File: src/rtl/bc_mem_arbiter.sv
// Round-robin arbiter sharing one memory port between IF and LSU.
// Grants are held until accepted; read responses are routed in order via a tag FIFO.
module bc_mem_arbiter #(
  parameter int DATA_WIDTH      = 32,
  parameter int ADDR_WIDTH      = 32,
  parameter int MAX_OUTSTANDING = 4
) (
  input  logic                    i_clk,
  input  logic                    i_rst,
  input  logic [1:0]              i_req_valid,
  output logic [1:0]              o_req_ready,
  input  logic [1:0]              i_req_we,
  input  logic [2*ADDR_WIDTH-1:0] i_req_addr,
  input  logic [2*DATA_WIDTH-1:0] i_req_wdata,
  output logic [1:0]              o_rsp_valid,
  output logic [DATA_WIDTH-1:0]   o_rsp_rdata,
  output logic                    o_mem_req_valid,
  input  logic                    i_mem_req_ready,
  output logic                    o_mem_we,
  output logic [ADDR_WIDTH-1:0]   o_mem_addr,
  output logic [DATA_WIDTH-1:0]   o_mem_wdata,
  input  logic                    i_mem_rsp_valid,
  input  logic [DATA_WIDTH-1:0]   i_mem_rsp_rdata,
  output logic                    o_unexp_rsp
);

  localparam int PW = $clog2(MAX_OUTSTANDING);
  localparam int CW = PW + 1;
  localparam logic [PW-1:0] PTR_ONE = PW'(1);
  localparam logic [CW-1:0] CNT_ONE = CW'(1);
  localparam logic [CW-1:0] CNT_MAX = CW'(MAX_OUTSTANDING);

  logic                       last_grant;
  logic                       lock_valid;
  logic                       lock_sel;
  logic [MAX_OUTSTANDING-1:0] tags;
  logic [PW-1:0]              wr_ptr;
  logic [PW-1:0]              rd_ptr;
  logic [CW-1:0]              count;

  logic sel;
  logic sel_valid;
  logic sel_read;
  logic fifo_full;
  logic fifo_empty;
  logic accept;
  logic push;
  logic pop;

  // Pick the requester: a held grant wins, otherwise round-robin on contest.
  always_comb begin
    sel = 1'b0;
    if (lock_valid) begin
      sel = lock_sel;
    end else begin
      case (i_req_valid)
        2'b10:   sel = 1'b1;
        2'b11:   sel = ~last_grant;
        default: sel = 1'b0;
      endcase
    end
  end

  assign sel_valid  = i_req_valid[sel];
  assign sel_read   = ~i_req_we[sel];
  assign fifo_full  = (count == CNT_MAX);
  assign fifo_empty = (count == '0);

  assign o_mem_req_valid = ~i_rst & sel_valid & ~(sel_read & fifo_full);
  assign o_mem_we        = i_req_we[sel];
  assign o_mem_addr      = sel ? i_req_addr[2*ADDR_WIDTH-1:ADDR_WIDTH]
                               : i_req_addr[ADDR_WIDTH-1:0];
  assign o_mem_wdata     = sel ? i_req_wdata[2*DATA_WIDTH-1:DATA_WIDTH]
                               : i_req_wdata[DATA_WIDTH-1:0];

  assign accept      = o_mem_req_valid & i_mem_req_ready;
  assign o_req_ready = accept ? (sel ? 2'b10 : 2'b01) : 2'b00;

  assign push = accept & sel_read;
  assign pop  = ~i_rst & i_mem_rsp_valid & ~fifo_empty;

  assign o_rsp_valid = pop ? (tags[rd_ptr] ? 2'b10 : 2'b01) : 2'b00;
  assign o_rsp_rdata = i_mem_rsp_rdata;
  assign o_unexp_rsp = ~i_rst & i_mem_rsp_valid & fifo_empty;

  // Round-robin history and grant lock; a stalled selection stays locked.
  always_ff @(posedge i_clk) begin
    if (i_rst) begin
      last_grant <= 1'b1;
      lock_valid <= 1'b0;
      lock_sel   <= 1'b0;
    end else if (accept) begin
      last_grant <= sel;
      lock_valid <= 1'b0;
    end else if (sel_valid) begin
      lock_valid <= 1'b1;
      lock_sel   <= sel;
    end
  end

  // Tag storage for outstanding reads; contents need no reset.
  always_ff @(posedge i_clk) begin
    if (push) begin
      tags[wr_ptr] <= sel;
    end
  end

  // Tag FIFO pointers and occupancy.
  always_ff @(posedge i_clk) begin
    if (i_rst) begin
      wr_ptr <= '0;
      rd_ptr <= '0;
      count  <= '0;
    end else begin
      if (push) wr_ptr <= wr_ptr + PTR_ONE;
      if (pop)  rd_ptr <= rd_ptr + PTR_ONE;
      case ({push, pop})
        2'b10:   count <= count + CNT_ONE;
        2'b01:   count <= count - CNT_ONE;
        default: count <= count;
      endcase
    end
  end

endmodule

File: config.mk
export PLATFORM = sky130hd
export DESIGN_NAME = bc_mem_arbiter
export DESIGN_NICKNAME = d
export VERILOG_FILES = /design/src/rtl/bc_mem_arbiter.sv
export SDC_FILE = /design/constraint.sdc
export NUM_CORES = 1
export LEC_CHECK = 0
export ABC_AREA = 1
export CAP_MARGIN = 20
export CORE_AREA = 2 2 104 106
export CTS_BUF_LIST = sky130_fd_sc_hd__clkbuf_4
export DETAILED_ROUTE_END_ITERATION = 8
export DIE_AREA = 0 0 106 108
export PLACE_DENSITY = 0.73
export SLEW_MARGIN = 15
export SYNTH_ARGS = -nofsm -noshare
export SYNTH_HDL_FRONTEND = slang
export SYNTH_SLANG_ARGS = --single-unit
File: constraint.sdc
create_clock -name i_clk -period 4.9 [get_ports i_clk]
set_input_delay 0.735 -clock i_clk [delete_from_list [all_inputs] [get_ports i_clk]]
set_output_delay 0.735 -clock i_clk [all_outputs]
set_load 0.005 [all_outputs]
==> run metrics, run 1 <==
Area Overhead vs Synth 106%; Critical Path Start Type primary input; reg-to-reg setup timing slack 2.34 ns; VDD IR-drop max around 0.060 mV; WL/cell 12.3 um; # rows 37; Post-Synthesis Cells 345; worst rel slew slack 0.613; vias in the first global route 2646; layout cell share with drive strength beyond 1 0.0294; Area after DPL 0.00380 mm2; Period minus WS final 3.91 ns; Chip Height approximately 110 um; setup TNS 0 ns; DRT antenna net count 0; clk sinks 14; clock root buffer clkbuf_4; Crit Path Max Fanout between 40 and 50; Reg clk slew, reported paths ~0.08 ns; CTS Buffer Depth 2; Leakage 1.77 nW; max cap viols 0; CP most frequent cell nand2_1; hold buffers post-CTS 0; Final #Nets 686; outcome complete, no violations; synthesized flop and latch total 14; grt total ovfl 0; first-pass GRT wire length 12000 um; Avg Cell Area, Syn 5.39 um2; final setup violation count 0; PortBufs 206; H-tree levels 1; Netlist Area Pre-Place 0.00186 mm2; Util after Layout 0.374; TritonCTS buffer count 3; Inserted Diodes 0; DP HPWL 6760 um; GRT Total Usage 0.128; # Post-CTS Setup Buffers 0; Fin Clk Skew 0.00644 ns; Crit Path Category in -> out; post-cts resize count 0; WL final approximately 8000 um; Peak Freq 256 MHz; initial DRC count between 100 and 150; Critical Path RT 4.16 ns; Slew @ Worst Pin 0.578 ns; unrepaired setup endpoints after global routing no; routability cong. 0.725; Hold Vio Cnt, Final 0; Worst Hold Class reg -> reg; top-level port count 271; Worst Path Buf+Inv 4; Starting Density 0.182; drt pass-1 iters 4; slowest cell delay on critical path 0.58 ns; pwr/cell area 159 mW/mm2; initial antenna violation count 0; DRC viols 0; Clk Latency, worst-skew pair 0.29 ns; DR vias 2567; CTS tree built; Syn. warnings 0; sequential fraction of the synthesis area 0.172; critical path arrival 3.17 ns; Design Power 0.000609 W; CP endpoint kind primary output; design area 0.00383 mm2; Min Hold Slack 0.500 ns; final worst-path cycle share 0.798; CP delay by family, top buffers and inverters; worst-path cell chain clkdlybuf4s50_1 -> nand2_1 -> nand3_2 -> nand2_2 -> inv_2 -> buf_12 -> nand2_1 -> nand2_1 -> clkdlybuf4s50_1; syn_nets ~520; largest net degree at the start of global routing 50; Die W 106 um; Placeable Area 0.0102 mm2; max-slew violations 0; synth unique cells 25; die area about 0.011 mm2; Slowest cell on crit path clkdlybuf4s50_1; vias per std cell 3.97
## area by class of cell
cell class | count | area (um2)
clock buffer | 3 | 22.5
fill | 1094 | 6400
clock inverter | 1 | 3.75
sequential | 14 | 320
multi-input combinational | 260 | 1130
timing repair buffer | 208 | 2090
inverter | 25 | 93.8
tap | 136 | 170
## cell usage in the layout (no fill, tap or decap), types with 2 or more instances in the layout
cell type        Yosys  routed
o21ai_0              5       5
edfxtp_1             4       4
a21oi_1              8       8
nand2_2              4       4
nand3_1              2       2
clkdlybuf4s50_1      0     206
inv_1               24      24
nor2_1              18      18
clkbuf_4             0       3
dfxtp_1             10      10
nand3_2              3       3
nand2_1            205     205
ha_1                 5       5
## per-stage QoR
| step | setup WS (ns) | cells |
|---|---|---|
| final | 0.991 | 647 |
| after global routing | 0.806 | 647 |
| after CTS | 0.906 | 647 |
| after detailed placement | 0.920 | 643 |
| after global placement | 0.967 | 643 |
| after floorplan | 2.57 | 345 |
## report_power, final
group | total, W | switching (W) | internal (W)
Sequential | 0.000128 | 0.00000338 | 0.000125
Combinational | 0.000411 | 0.000156 | 0.000255
Clock | 0.0000698 | 0.0000402 | 0.0000296
Total | 0.000609 | 0.000200 | 0.000409
## cells in the mapped netlist, drive strengths merged
| master | count | share of area |
|---|---|---|
| ha | 5 | 0.034 |
| and2 | 1 | 0.0034 |
| a32oi | 1 | 0.0047 |
| o211ai | 1 | 0.0040 |
| o21bai | 1 | 0.0040 |
| edfxtp | 4 | 0.065 |
| nand4 | 1 | 0.011 |
| nand3 | 5 | 0.022 |
| nand3b | 1 | 0.0040 |
| fa | 1 | 0.011 |
| a21oi | 8 | 0.022 |
| nand2 | 209 | 0.43 |
| clkbuf | 4 | 0.0081 |
| nor2 | 19 | 0.042 |
| o21ai | 6 | 0.016 |
| or2 | 1 | 0.0034 |
| inv | 25 | 0.051 |
| buf | 42 | 0.16 |
| dfxtp | 10 | 0.11 |
## registers in the layout, indices dropped and copies added, names as in the netlist
name,count
tags,4
count,3
rd_ptr,2
wr_ptr,2
last_grant,1
lock_sel,1
lock_valid,1
## cell families after synthesis
group / after synthesis / share of synthesized area
flops: 14 / 0.172
simple gates: 237 / 0.514
compound gates: 17 / 0.0505
buf+inv: 71 / 0.219
fa+ha+maj: 6 / 0.0444
## layer usage
layer / track usage / part of all wire / up-vias
met5: 0 / 0 / -
met4: 0.0338 / 0.019 / 0
met3: 0.0458 / 0.10 / 12
met2: 0.241 / 0.50 / 145
met1: 0.135 / 0.37 / 1078
li1: - / - / 1332
## worst paths after layout
| kind | startpoint | end | cells after the start |
|---|---|---|---|
| worst min register to register | count[2]$_SDFFE_PP0P_ | count[2]$_SDFFE_PP0P_ | 2 |
| worst min-delay path | count[2]$_SDFFE_PP0P_ | count[2]$_SDFFE_PP0P_ | 2 |
| worst max register to register | lock_valid$_SDFFE_PP0N_ | count[2]$_SDFFE_PP0P_ | 13 |
| worst max-delay path | i_req_valid[0] | o_mem_addr[2] | 9 |
## worst min-delay path: stages, from the launching register on
cell and delay [ns]:
dfxtp_1 0.32, inv_1 0.08, a21oi_1 0.06
Note: power is estimated with default switching activity, not from simulation.
==> run 2, diff against run 1 <==
Settings changed: CORE_AREA 2 2 104 106 to 2 2 106 108, DIE_AREA 0 0 106 108 to 0 0 108 110, PLACE_DENSITY 0.73 to 0.71.
Clock period 4.9 ns to 4 ns, I/O delays scaled along.
==> run metrics, run 2 (same netlist as run 1, synthesis figures left out) <==
outcome complete, no violations (unchanged); CTS Buffer Depth 2 (unchanged); Peak Freq 330 MHz; largest net degree at the start of global routing 42 (was 50); Starting Density 0.174 (was 0.182); Min-Delay Endpoint count[2]$_SDFFE_PP0P_ (unchanged); Area Overhead vs Synth 107% (was 106%); WL/cell 11.3 um (was 12.3 um); Critical R2R Capture count[2]$_SDFFE_PP0P_ (unchanged); Crit Path Category in -> out (unchanged); Final #Nets 688 (was 686); Clock Power Share 0.110 (was 0.115); vias in the first global route 2598 (was 2646); multi-input logic area 0.00113 mm2 (unchanged); Critical Path RT 3.40 ns (was 4.16 ns); Inserted Diodes 0 (unchanged); Biggest register tags (unchanged); final worst-path cycle share 0.757; layout cell share with drive strength beyond 1 0.0331 (was 0.0294); Chip Height 110 um (was 108 um); max-slew violations 0 (unchanged); sequential power share 0.212 (was 0.210); Leakage 1.77 nW (about the same); hold path depth 2 (unchanged); # rows 38 (was 37); DR vias 2596 (was 2567); VDD IR-drop max 0.0936 mV (was 0.0601 mV); Gate power share 0.678 (was 0.675); Period minus WS final between 3 and 4 ns; most frequent cells in the layout clkdlybuf4s50_1, nand2_1, inv_1 (unchanged); Net Sw Power 0.000237 W (was 0.000200 W); design area 0.00384 mm2 (was 0.00383 mm2); pwr/cell area 192 mW/mm2 (was 159 mW/mm2); Hold Vio Cnt, Final 0 (unchanged); setup TNS 0 ns (unchanged); die area 0.0119 mm2 (was 0.0114 mm2); PortBufs 206 (unchanged); hold_sp count[2]$_SDFFE_PP0P_ (unchanged); top flop regs tags (4), count (3) (unchanged); commonest non-fill, non-tap cell in the layout clkdlybuf4s50_1 (unchanged); H-tree levels 1 (unchanged); Reg2Reg Depth 12 (was 13); P_int 0.000500 W (was 0.000409 W); post-cts resize count 0 (unchanged); worst r2r src lock_valid$_SDFFE_PP0N_ (unchanged); Reg clk slew, reported paths 0.09 ns (was 0.08 ns); Critical Path Start Type primary input (unchanged); hold buffers post-CTS 0 (unchanged); sw frac 0.322 (was 0.329); WL final 7350 um (was 7980 um); vias per std cell 3.98 (was 3.97); drt pass-1 iters 4 (unchanged); Placeable Area 0.0107 mm2 (was 0.0102 mm2); DRT antenna net count 0 (unchanged); GRT Total Usage 0.113 (was 0.128); routability cong. 0.758 (was 0.725); Fin Clk Skew 0.0107 ns (was 0.00644 ns); CP endpoint kind primary output (unchanged); DP HPWL 6360 um (was 6760 um); first-pass GRT wire length 11100 um (was 12000 um); register area 320 um2 (unchanged); grt total ovfl 0 (unchanged); clk sinks 14 (unchanged); critical path arrival 2.43 ns (was 3.17 ns); Slew @ Worst Pin 0.390 ns (was 0.578 ns); # Post-CTS Setup Buffers 0 (unchanged); clock root buffer clkbuf_4 (unchanged); initial antenna violation count 0 (unchanged); reg-to-reg setup timing slack 1.81 ns (was 2.34 ns); Crit Path Max Fanout 41 (was 49); initial DRC count 79 (was 132); fillers 1137 (was 1094); top-level port count 271 (unchanged); worst rel slew slack 0.740 (was 0.613); final setup violation count 0 (unchanged); DRC viols 0 (unchanged); TritonCTS buffer count 3 (unchanged); Die W 108 um (was 106 um); max cap viols 0 (unchanged); unrepaired setup endpoints after global routing no (unchanged); Area after DPL 0.00381 mm2 (was 0.00380 mm2); Worst Hold Class reg -> reg (unchanged); CTS tree built (unchanged); Clk Latency, worst-skew pair 0.28 ns (was 0.29 ns); max reg flops 4 (unchanged)
[run 2: cell types whose count changed in the layout (fill, tap and decap cells not counted), sizes merged]
cell  previous run  this run
buf              2         4
[run 2: worst max path at each step]
stage	startpoint	to	slack, ns	cells past startpoint
floorplan	i_req_valid[0]	count[2]$_SDFFE_PP0P_	1.81	13
global placement	i_req_valid[1]	o_mem_addr[15]	0.98	7
detailed placement	i_req_valid[0]	o_mem_addr[18]	0.96	9
CTS	i_req_valid[1]	o_mem_addr[15]	0.96	7
global route	i_req_valid[0]	o_mem_addr[26]	0.82	9
finish	i_req_valid[0]	o_mem_addr[18]	0.97	9
[run 2: routing by layer]
| layer | share of wire | vias up | track usage |
|---|---|---|---|
| li1 | - | 1335 | - |
| met1 | 0.36 | 1113 | 0.111 |
| met2 | 0.53 | 132 | 0.226 |
| met3 | 0.097 | 16 | 0.0359 |
| met4 | 0.014 | 0 | 0.0302 |
| met5 | 0 | - | 0 |
[run 2: worst max-delay path: stages]
cell and delay, ns:
clkdlybuf4s50_1 0.47, nand2_1 0.06, nand3_2 0.09, nand2_2 0.08
inv_2 0.06, buf_4 0.34, nand2_1 0.11, nand2_1 0.09
clkdlybuf4s50_1 0.50
[run 2: power groups by stage]
| stage | clock network, W | logic (W) | registers (W) |
|---|---|---|---|
| 3_5_place_dp | 0 | 0.000505 | 0.000160 |
| 6_report | 0.0000811 | 0.000500 | 0.000157 |
| 3_3_place_gp | 0 | 0.000498 | 0.000160 |
| 2_1_floorplan | 0 | 0.000195 | 0.000159 |
| 5_1_grt | 0.0000930 | 0.000549 | 0.000158 |
| 4_1_cts | 0.0000829 | 0.000508 | 0.000157 |
[run 2: final cells by class]
class | count | area share
repair buffers | 210 | 0.545
multi-input cells | 260 | 0.295
flip-flops and latches | 14 | 0.0834
well taps | 140 | 0.0456
inverters | 25 | 0.0244
clock buffers | 3 | 0.00587
clock inverters | 1 | 0.000978
[run 2: stage by stage]
| stage | utilization | total power, W | setup WS [ns] | hold WS (ns) | cells |
|---|---|---|---|---|---|
| global placement | 0.356 | 0.000657 | 0.977 | 0.471 | 649 |
| detailed placement | 0.356 | 0.000665 | 0.960 | 0.482 | 649 |
| global route | 0.359 | 0.000799 | 0.825 | 0.535 | 653 |
| finish | 0.359 | 0.000737 | 0.972 | 0.495 | 653 |
| CTS | 0.359 | 0.000747 | 0.958 | 0.495 | 653 |
| floorplan | - | 0.000353 | 1.81 | 0.442 | 345 |
